[config.mk]
export PLATFORM = sky130hd
export DESIGN_NAME = wb_stream_writer_flat
export DESIGN_NICKNAME = d
export VERILOG_FILES = /design/src/rtl/wb_stream_writer_pkg.sv /design/src/rtl/wb_stream_writer_if.sv /design/src/rtl/wb_stream_writer_fifo.sv /design/src/rtl/wb_stream_writer.sv /design/src/flat_wrapper.sv
export SDC_FILE = /design/constraint.sdc
export NUM_CORES = 2
export LEC_CHECK = 0
export CAP_MARGIN = 20
export CORE_MARGIN = 2
export CORE_UTILIZATION = 30
export CTS_CLUSTER_SIZE = 16
export DETAILED_ROUTE_END_ITERATION = 16
export PLACE_DENSITY = 0.48
export RECOVER_POWER = 25
export SLEW_MARGIN = 25
export SYNTH_ARGS = -nofsm -noshare
export SYNTH_HDL_FRONTEND = slang
export SYNTH_SLANG_ARGS = --single-unit
export TNS_END_PERCENT = 20
[constraint.sdc]
create_clock -name wb_clk_i -period 6.4 [get_ports wb_clk_i]
set_clock_uncertainty 0.05 [all_clocks]
set_input_delay 1.28 -clock wb_clk_i [delete_from_list [all_inputs] [get_ports wb_clk_i]]
set_output_delay 1.28 -clock wb_clk_i [all_outputs]
set_load 0.01 [all_outputs]
[src/rtl/wb_stream_writer_pkg.sv]
// Shared constants, state encoding and small helpers for the stream writer.
package wb_stream_writer_pkg;

  // Wishbone B3 cycle type identifiers
  localparam logic [2:0] CTI_CLASSIC   = 3'b000;
  localparam logic [2:0] CTI_INC_BURST = 3'b010;
  localparam logic [2:0] CTI_EOB       = 3'b111;

  // Wishbone B3 burst type: only linear bursts are generated
  localparam logic [1:0] BTE_LINEAR = 2'b00;

  // Writer control states
  typedef enum logic [1:0] {
    ST_IDLE  = 2'b00,
    ST_WAIT  = 2'b01,
    ST_BURST = 2'b10,
    ST_HALT  = 2'b11
  } state_t;

  // Cycle type for a beat inside an incrementing burst
  function automatic logic [2:0] beat_cti(input logic last_beat);
    if (last_beat) begin
      return CTI_EOB;
    end else begin
      return CTI_INC_BURST;
    end
  endfunction

endpackage

[src/rtl/wb_stream_writer_if.sv]
// Wishbone B3 bus bundle between the stream writer (master) and memory (slave).
interface wb_stream_writer_if #(
  parameter int AW = 32,
  parameter int DW = 32
);

  logic [AW-1:0]   adr;
  logic [DW-1:0]   dat;
  logic [DW/8-1:0] sel;
  logic            we;
  logic [2:0]      cti;
  logic [1:0]      bte;
  logic            cyc;
  logic            stb;
  logic            ack;
  logic            err;
  logic            rty;

  modport master (
    output adr, dat, sel, we, cti, bte, cyc, stb,
    input  ack, err, rty
  );

  modport slave (
    input  adr, dat, sel, we, cti, bte, cyc, stb,
    output ack, err, rty
  );

endinterface

[src/rtl/wb_stream_writer_fifo.sv]
// Synchronous first-word-fall-through FIFO; the head word is always on rd_data.
// full is registered so the upstream ready can be taken straight from it.
module wb_stream_writer_fifo #(
  parameter int DW = 32,
  parameter int AW = 6
) (
  input  logic          clk,
  input  logic          rst,
  input  logic [DW-1:0] wr_data,
  input  logic          wr_en,
  output logic          full,
  output logic [DW-1:0] rd_data,
  input  logic          rd_en,
  output logic          empty,
  output logic [AW:0]   count
);
  import wb_stream_writer_pkg::*;

  localparam int DEPTH = 1 << AW;
  localparam logic [AW:0]   CNT_ONE  = (AW+1)'(1'b1);
  localparam logic [AW:0]   CNT_ZERO = {(AW+1){1'b0}};
  localparam logic [AW:0]   CNT_FULL = {1'b1, {AW{1'b0}}};
  localparam logic [AW-1:0] PTR_ONE  = AW'(1'b1);
  localparam logic [AW-1:0] PTR_ZERO = {AW{1'b0}};

  logic [DW-1:0] mem [DEPTH];
  logic [AW-1:0] wr_ptr;
  logic [AW-1:0] rd_ptr;
  logic [AW:0]   count_nxt;
  logic          do_wr;
  logic          do_rd;

  assign do_wr   = wr_en && !full;
  assign do_rd   = rd_en && !empty;
  assign rd_data = mem[rd_ptr];
  assign empty   = (count == CNT_ZERO);

  // Occupancy after this cycle's write and read
  always_comb begin
    count_nxt = count;
    if (do_wr && !do_rd) begin
      count_nxt = count + CNT_ONE;
    end else if (!do_wr && do_rd) begin
      count_nxt = count - CNT_ONE;
    end else begin
      count_nxt = count;
    end
  end

  // Storage array; contents need no reset since count gates visibility
  always_ff @(posedge clk) begin
    if (do_wr) begin
      mem[wr_ptr] <= wr_data;
    end
  end

  // Pointers, occupancy and registered full flag
  always_ff @(posedge clk) begin
    if (rst) begin
      wr_ptr <= PTR_ZERO;
      rd_ptr <= PTR_ZERO;
      count  <= CNT_ZERO;
      full   <= 1'b0;
    end else begin
      if (do_wr) begin
        wr_ptr <= wr_ptr + PTR_ONE;
      end
      if (do_rd) begin
        rd_ptr <= rd_ptr + PTR_ONE;
      end
      count <= count_nxt;
      full  <= (count_nxt == CNT_FULL);
    end
  end

endmodule

[src/rtl/wb_stream_writer.sv]
// Wishbone B3 master that drains a word stream into a circular memory buffer
// using incrementing bursts of up to MAX_BURST_LEN beats.
module wb_stream_writer
  import wb_stream_writer_pkg::*;
#(
  parameter int WB_AW         = 32,
  parameter int WB_DW         = 32,
  parameter int FIFO_AW       = 6,
  parameter int MAX_BURST_LEN = 8
) (
  input  logic               wb_clk_i,
  input  logic               wb_rst_i,
  input  logic [WB_DW-1:0]   stream_s_data_i,
  input  logic               stream_s_valid_i,
  output logic               stream_s_ready_o,
  input  logic               cfg_enable_i,
  input  logic [WB_AW-1:0]   cfg_start_adr_i,
  input  logic [WB_AW-1:0]   cfg_buf_size_i,
  wb_stream_writer_if.master wb,
  output logic               busy_o,
  output logic               wrap_o,
  output logic               err_o
);

  localparam int BYTES = WB_DW / 8;
  localparam int BW    = $clog2(MAX_BURST_LEN + 1);

  localparam logic [WB_AW-1:0] ADR_STEP = WB_AW'(BYTES);
  localparam logic [WB_AW-1:0] ADR_MASK = ~(WB_AW'(BYTES - 1));
  localparam logic [WB_AW-1:0] MAX_BLEN = WB_AW'(MAX_BURST_LEN);
  localparam logic [WB_AW-1:0] W_ONE    = WB_AW'(1'b1);
  localparam logic [WB_AW-1:0] W_ZERO   = {WB_AW{1'b0}};
  localparam logic [BW-1:0]    BEAT_ONE = BW'(1'b1);
  localparam logic [BW-1:0]    BEAT_ZERO = {BW{1'b0}};
  localparam logic [WB_DW-1:0] DAT_ZERO = {WB_DW{1'b0}};

  state_t           state;
  state_t           state_nxt;
  logic [WB_AW-1:0] adr;
  logic [WB_AW-1:0] adr_nxt;
  logic [WB_AW-1:0] base;
  logic [WB_AW-1:0] base_nxt;
  logic [WB_AW-1:0] size;
  logic [WB_AW-1:0] size_nxt;
  logic [WB_AW-1:0] rem;
  logic [WB_AW-1:0] rem_nxt;
  logic [BW-1:0]    beat;
  logic [BW-1:0]    beat_nxt;
  logic [WB_AW-1:0] blen;
  logic [WB_AW-1:0] fifo_level;
  logic             cyc;
  logic             cyc_nxt;
  logic [2:0]       cti;
  logic [2:0]       cti_nxt;
  logic             busy;
  logic             busy_nxt;
  logic             wrap;
  logic             wrap_nxt;
  logic             err;
  logic             err_nxt;
  logic             pop;

  logic             fifo_full;
  logic             fifo_empty;
  logic [WB_DW-1:0] fifo_head;
  logic [FIFO_AW:0] fifo_count;

  wb_stream_writer_fifo #(
    .DW (WB_DW),
    .AW (FIFO_AW)
  ) u_fifo (
    .clk     (wb_clk_i),
    .rst     (wb_rst_i),
    .wr_data (stream_s_data_i),
    .wr_en   (stream_s_valid_i),
    .full    (fifo_full),
    .rd_data (fifo_head),
    .rd_en   (pop && !fifo_empty),
    .empty   (fifo_empty),
    .count   (fifo_count)
  );

  assign stream_s_ready_o = !fifo_full;
  assign fifo_level       = WB_AW'(fifo_count);

  // Bus outputs come from the cycle/cti/address registers and the FIFO head
  assign wb.adr = adr;
  assign wb.dat = cyc ? fifo_head : DAT_ZERO;
  assign wb.sel = {BYTES{cyc}};
  assign wb.we  = cyc;
  assign wb.cti = cti;
  assign wb.bte = BTE_LINEAR;
  assign wb.cyc = cyc;
  assign wb.stb = cyc;

  assign busy_o = busy;
  assign wrap_o = wrap;
  assign err_o  = err;

  // Length of the next burst: whatever is left of the buffer, capped
  always_comb begin
    blen = MAX_BLEN;
    if (rem < MAX_BLEN) begin
      blen = rem;
    end else begin
      blen = MAX_BLEN;
    end
  end

  // Next-state and datapath decisions for the burst controller
  always_comb begin
    state_nxt = state;
    adr_nxt   = adr;
    base_nxt  = base;
    size_nxt  = size;
    rem_nxt   = rem;
    beat_nxt  = beat;
    wrap_nxt  = 1'b0;
    err_nxt   = err;
    pop       = 1'b0;

    case (state)
      ST_IDLE: begin
        if (cfg_enable_i && (cfg_buf_size_i != W_ZERO)) begin
          base_nxt  = cfg_start_adr_i & ADR_MASK;
          size_nxt  = cfg_buf_size_i;
          adr_nxt   = cfg_start_adr_i & ADR_MASK;
          rem_nxt   = cfg_buf_size_i;
          state_nxt = ST_WAIT;
        end else begin
          state_nxt = ST_IDLE;
        end
      end

      ST_WAIT: begin
        if (!cfg_enable_i) begin
          state_nxt = ST_IDLE;
        end else if (fifo_level >= blen) begin
          beat_nxt  = blen[BW-1:0];
          state_nxt = ST_BURST;
        end else begin
          state_nxt = ST_WAIT;
        end
      end

      ST_BURST: begin
        // Error beats are not consumed; retry counts as a wait state
        if (wb.err) begin
          err_nxt   = 1'b1;
          state_nxt = ST_HALT;
        end else if (wb.ack && !wb.rty) begin
          pop      = 1'b1;
          adr_nxt  = adr + ADR_STEP;
          rem_nxt  = rem - W_ONE;
          beat_nxt = beat - BEAT_ONE;
          if (beat == BEAT_ONE) begin
            if (rem == W_ONE) begin
              wrap_nxt = 1'b1;
              adr_nxt  = base;
              rem_nxt  = size;
            end else begin
              wrap_nxt = 1'b0;
            end
            if (cfg_enable_i) begin
              state_nxt = ST_WAIT;
            end else begin
              state_nxt = ST_IDLE;
            end
          end else begin
            state_nxt = ST_BURST;
          end
        end else begin
          state_nxt = ST_BURST;
        end
      end

      ST_HALT: begin
        if (!cfg_enable_i) begin
          err_nxt   = 1'b0;
          state_nxt = ST_IDLE;
        end else begin
          state_nxt = ST_HALT;
        end
      end

      default: begin
        state_nxt = ST_IDLE;
      end
    endcase

    cyc_nxt  = (state_nxt == ST_BURST);
    busy_nxt = (state_nxt != ST_IDLE);
    if (cyc_nxt) begin
      cti_nxt = beat_cti(beat_nxt == BEAT_ONE);
    end else begin
      cti_nxt = CTI_CLASSIC;
    end
  end

  // Controller state, burst bookkeeping and registered bus/status outputs
  always_ff @(posedge wb_clk_i) begin
    if (wb_rst_i) begin
      state <= ST_IDLE;
      adr   <= W_ZERO;
      base  <= W_ZERO;
      size  <= W_ZERO;
      rem   <= W_ZERO;
      beat  <= BEAT_ZERO;
      cyc   <= 1'b0;
      cti   <= CTI_CLASSIC;
      busy  <= 1'b0;
      wrap  <= 1'b0;
      err   <= 1'b0;
    end else begin
      state <= state_nxt;
      adr   <= adr_nxt;
      base  <= base_nxt;
      size  <= size_nxt;
      rem   <= rem_nxt;
      beat  <= beat_nxt;
      cyc   <= cyc_nxt;
      cti   <= cti_nxt;
      busy  <= busy_nxt;
      wrap  <= wrap_nxt;
      err   <= err_nxt;
    end
  end

endmodule
[src/flat_wrapper.sv]
// flat-port wrapper written by rule: the top's interface ports become plain ports
module wb_stream_writer_flat import wb_stream_writer_pkg::*;
#(
  parameter int WB_AW         = 32,
  parameter int WB_DW         = 32,
  parameter int FIFO_AW       = 6,
  parameter int MAX_BURST_LEN = 8
)
  (wb_clk_i, wb_rst_i, stream_s_data_i, stream_s_valid_i, stream_s_ready_o, cfg_enable_i, cfg_start_adr_i, cfg_buf_size_i, busy_o, wrap_o, err_o, wb_adr, wb_dat, wb_sel, wb_we, wb_cti, wb_bte, wb_cyc, wb_stb, wb_ack, wb_err, wb_rty);
  wb_stream_writer_if wb_i ();
  input  logic wb_clk_i;
  input  logic wb_rst_i;
  input  logic [WB_DW-1:0] stream_s_data_i;
  input  logic stream_s_valid_i;
  output logic stream_s_ready_o;
  input  logic cfg_enable_i;
  input  logic [WB_AW-1:0] cfg_start_adr_i;
  input  logic [WB_AW-1:0] cfg_buf_size_i;
  output logic busy_o;
  output logic wrap_o;
  output logic err_o;
  output wire logic [$bits(wb_i.adr)-1:0] wb_adr;
  output wire logic [$bits(wb_i.dat)-1:0] wb_dat;
  output wire logic [$bits(wb_i.sel)-1:0] wb_sel;
  output wire logic [$bits(wb_i.we)-1:0] wb_we;
  output wire logic [$bits(wb_i.cti)-1:0] wb_cti;
  output wire logic [$bits(wb_i.bte)-1:0] wb_bte;
  output wire logic [$bits(wb_i.cyc)-1:0] wb_cyc;
  output wire logic [$bits(wb_i.stb)-1:0] wb_stb;
  input wire logic [$bits(wb_i.ack)-1:0] wb_ack;
  input wire logic [$bits(wb_i.err)-1:0] wb_err;
  input wire logic [$bits(wb_i.rty)-1:0] wb_rty;
  assign wb_adr = wb_i.adr;
  assign wb_dat = wb_i.dat;
  assign wb_sel = wb_i.sel;
  assign wb_we = wb_i.we;
  assign wb_cti = wb_i.cti;
  assign wb_bte = wb_i.bte;
  assign wb_cyc = wb_i.cyc;
  assign wb_stb = wb_i.stb;
  assign wb_i.ack = wb_ack;
  assign wb_i.err = wb_err;
  assign wb_i.rty = wb_rty;
  wb_stream_writer #(.WB_AW(WB_AW), .WB_DW(WB_DW), .FIFO_AW(FIFO_AW), .MAX_BURST_LEN(MAX_BURST_LEN)) u_core (.wb_clk_i(wb_clk_i), .wb_rst_i(wb_rst_i), .stream_s_data_i(stream_s_data_i), .stream_s_valid_i(stream_s_valid_i), .stream_s_ready_o(stream_s_ready_o), .cfg_enable_i(cfg_enable_i), .cfg_start_adr_i(cfg_start_adr_i), .cfg_buf_size_i(cfg_buf_size_i), .wb(wb_i), .busy_o(busy_o), .wrap_o(wrap_o), .err_o(err_o));
endmodule
==> results.ini <==
[timing]
worstMarginPinSlew_ns=2.95
setup-violations-final=0
slew-limit-headroom_pct=-96.3
fin_tns_setup_ns=0
fin_crit_ns=6.02
max_freq_mhz=166
hold_viol=0
rsz0062_at_grt=false
slew_violations=1756
min_period_over_period_pct=94.1
whs_ns=0.433
setup_slack_ns=0.379

[grt]
overflow=0
grt_pass1_wl_microns=360000
grt_pass1_vias=46100
antenna_found_initial=21
grt_max_degree=89
track_usage_pct=17.3

[cells_and_area]
stdcell_area_sq_um=102000
post-route-util_pct=35.6
final_nets=4727
drive_gt1_share_pct=25.8
syn_to_final_growth_pct=18.0
num-fill-cells=26700
stdcell_count=8576

[setup_path]
worstPathCellList=buf_4 > mux4_2 > mux4_2 > a22oi_1 > nand2_1 > clkdlybuf4s50_1
crit_slowest_cell=dfxtp_4
worstSetupStartpointType=register
worstPathMaxFanout=31
cp_common_cell=mux4_2
critPathKind=reg -> out
critPathCaptureType=output port
slowest_delay_ns=0.93
cp.arrival_ns=4.69
critPathRequiredTime_ns=5.07

[floorplan]
placeableCoreArea_sq_um=288000
die_w_microns=542
die_y_microns=542
dieArea_sq_um=294000
floorplan.initialDensity_pct=30.1
num_io_pins=183
rows=197

[clock_network]
cts-resized-gates=0
post-cts-setup-buffer-count=0
clk_latency_ns=0.87
numCtsBuffers=242
cts_root_buf=clkbuf_16
tritoncts=yes
path_clk_slew_ns=0.06
cts_hold_buf=0
clock-sinks=2210
cts_htree_levels=4
cts_buffer_depth=4

[synthesis]
synth.distinct_cells=77
seq_area_frac_synth_pct=74.6
synthesis.area_sq_um=86800
syn_area_per_cell_sq_um=20.5
synthTopCellsByCount=edfxtp_1 (2048), mux4_2 (609), nor2_1 (236), clkbuf_1 (163), dfxtp_1 (162)
synth.area.top_cells=edfxtp_1 (71%), mux4_2 (16%), dfxtp_1 (3.7%)
netlist_instances=4230
yosys.area.top_type_share_pct=70.9
yosys_warnings=0
synth_flop_cell=edfxtp_1
synthArstFlopShare_pct=0
yosysTopAreaCell=edfxtp_1
synth-edff-count=2048
yosysMostFrequentCell=edfxtp_1
ys_ff_latch=2210

[pwr]
power.density_nw_per_um2=296
totalPowerFinal_mw=30.4
p_leak_nw=30.8
irDropWorstVdd_mv=0.240

[detailed_routing]
drt-initial-drc-count=4389
drt-wirelength-per-cell_microns=30.1
dr.pass1.iters=6
routed-via-count=44700
antenna_left=0
finalWirelength_microns=258000
routed_via_density=5.21
drc_errors=0

[placement]
place_inst=8140
port_buffers=176
gp_congestion=0.773
placed_cell_area_sq_um=94800
dp_hpwl_microns=150000
place_worst_setup_slack_ns=1.24

[outcome]
violations=max-capacitance violations, max-slew violations
outcome=complete, but fails checks

[worst_hold_path]
hold_class=reg -> reg

[run]
drv_cap=27

[per-layer routing]
layer | share of wire, % | track usage, % | up-vias
li1 | - | - | 18500
met1 | 44 | 24.0 | 24400
met2 | 48 | 28.3 | 1430
met3 | 5.7 | 2.73 | 342
met4 | 2.4 | 4.21 | 14
met5 | 0.035 | 0 | -
[kinds of logic (layout without fill, tap and decap cells)]
kind of cell,count (synthesis),in the layout,synth area share [%]
AO/OA/AOI/OAI,403,403,3.20
XOR/XNOR,59,59,0.595
adder cells (fa/ha/maj),21,21,0.303
buffers and inverters,282,837,1.32
flip-flops,2210,2210,74.6
multiplexers,714,714,17.0
other,2,12,0.00865
AND/OR/NAND/NOR,539,539,2.96
[layout by cell type, fill, tap and decap left out, types with 18 or more instances in the layout]
master,instances
clkinv_2,33
nand3_1,39
nand2_1,86
xor2_1,19
nor4_1,26
inv_1,21
nor2_4,61
nor3_1,27
ha_1,20
mux4_2,609
a21oi_1,89
o22ai_1,18
nor2_1,173
clkbuf_16,244
xnor2_1,40
buf_12,50
nand4_1,28
o211ai_1,32
dfxtp_1,157
clkbuf_1,89
buf_4,155
clkdlybuf4s50_1,143
mux2i_1,103
bufinv_16,21
a211oi_1,52
a22oi_1,24
edfxtp_1,2048
clkinv_1,50
o21ai_0,66
[flip-flops by register name (all words and copies together), names as in the netlist, named ones only]
name / flops
u_core.u_fifo.mem: 2048
u_core.rem: 32
u_core.size: 32
u_core.base: 30
u_core.wb.adr: 30
u_core.u_fifo.count: 7
u_core.u_fifo.rd_ptr: 6
u_core.u_fifo.wr_ptr: 6
u_core.beat: 4
u_core.state: 2
u_core.wb.cti: 2
u_core.busy_o: 1
u_core.err_o: 1
u_core.u_fifo.full: 1
u_core.wb.cyc: 1
u_core.wrap_o: 1
[cell type report]
class                   instances  area (sq um)  area share, %
multi-input cells            1743         21400           20.9
clock inverters               125          1240           1.22
well taps                    3781          4730           4.62
diodes                          5          12.5         0.0122
inverters                      26           100         0.0977
flip-flops and latches       2210         64800           63.2
repair buffers                380          3770           3.68
clock buffers                 306          6350           6.20
[where the power goes]
part | internal (mW) | leakage (nW) | switching, mW | total [mW]
Combinational | 0.271 | 7.36 | 0.551 | 0.822
Sequential | 15.9 | 19.8 | 0.0958 | 16.0
Clock | 7.82 | 3.68 | 5.72 | 13.5
Total | 24.0 | 30.8 | 6.37 | 30.4
[critical path: cells and delay by family (launching register included)]
family	cells	cell delay, ns
mux	2	1.04
flops	1	0.93
buf+inv	2	0.82
compound gates	1	0.75
simple gates	1	0.24
[path summary, 6_finish.rpt]
kind / endpoint / slack, ns / cells past startpoint / from
worst max-delay path: wb_dat[27] / 0.38 / 6 / register
worst min-delay path: u_core.base[31] / 0.43 / 2 / u_core.base[31]
worst max register to register: u_core.wb.cti[0] / 1.80 / 12 / u_core.rem[9]
worst min register to register: u_core.base[31] / 0.43 / 2 / u_core.base[31]
Note: power is estimated with default switching activity, not from simulation.
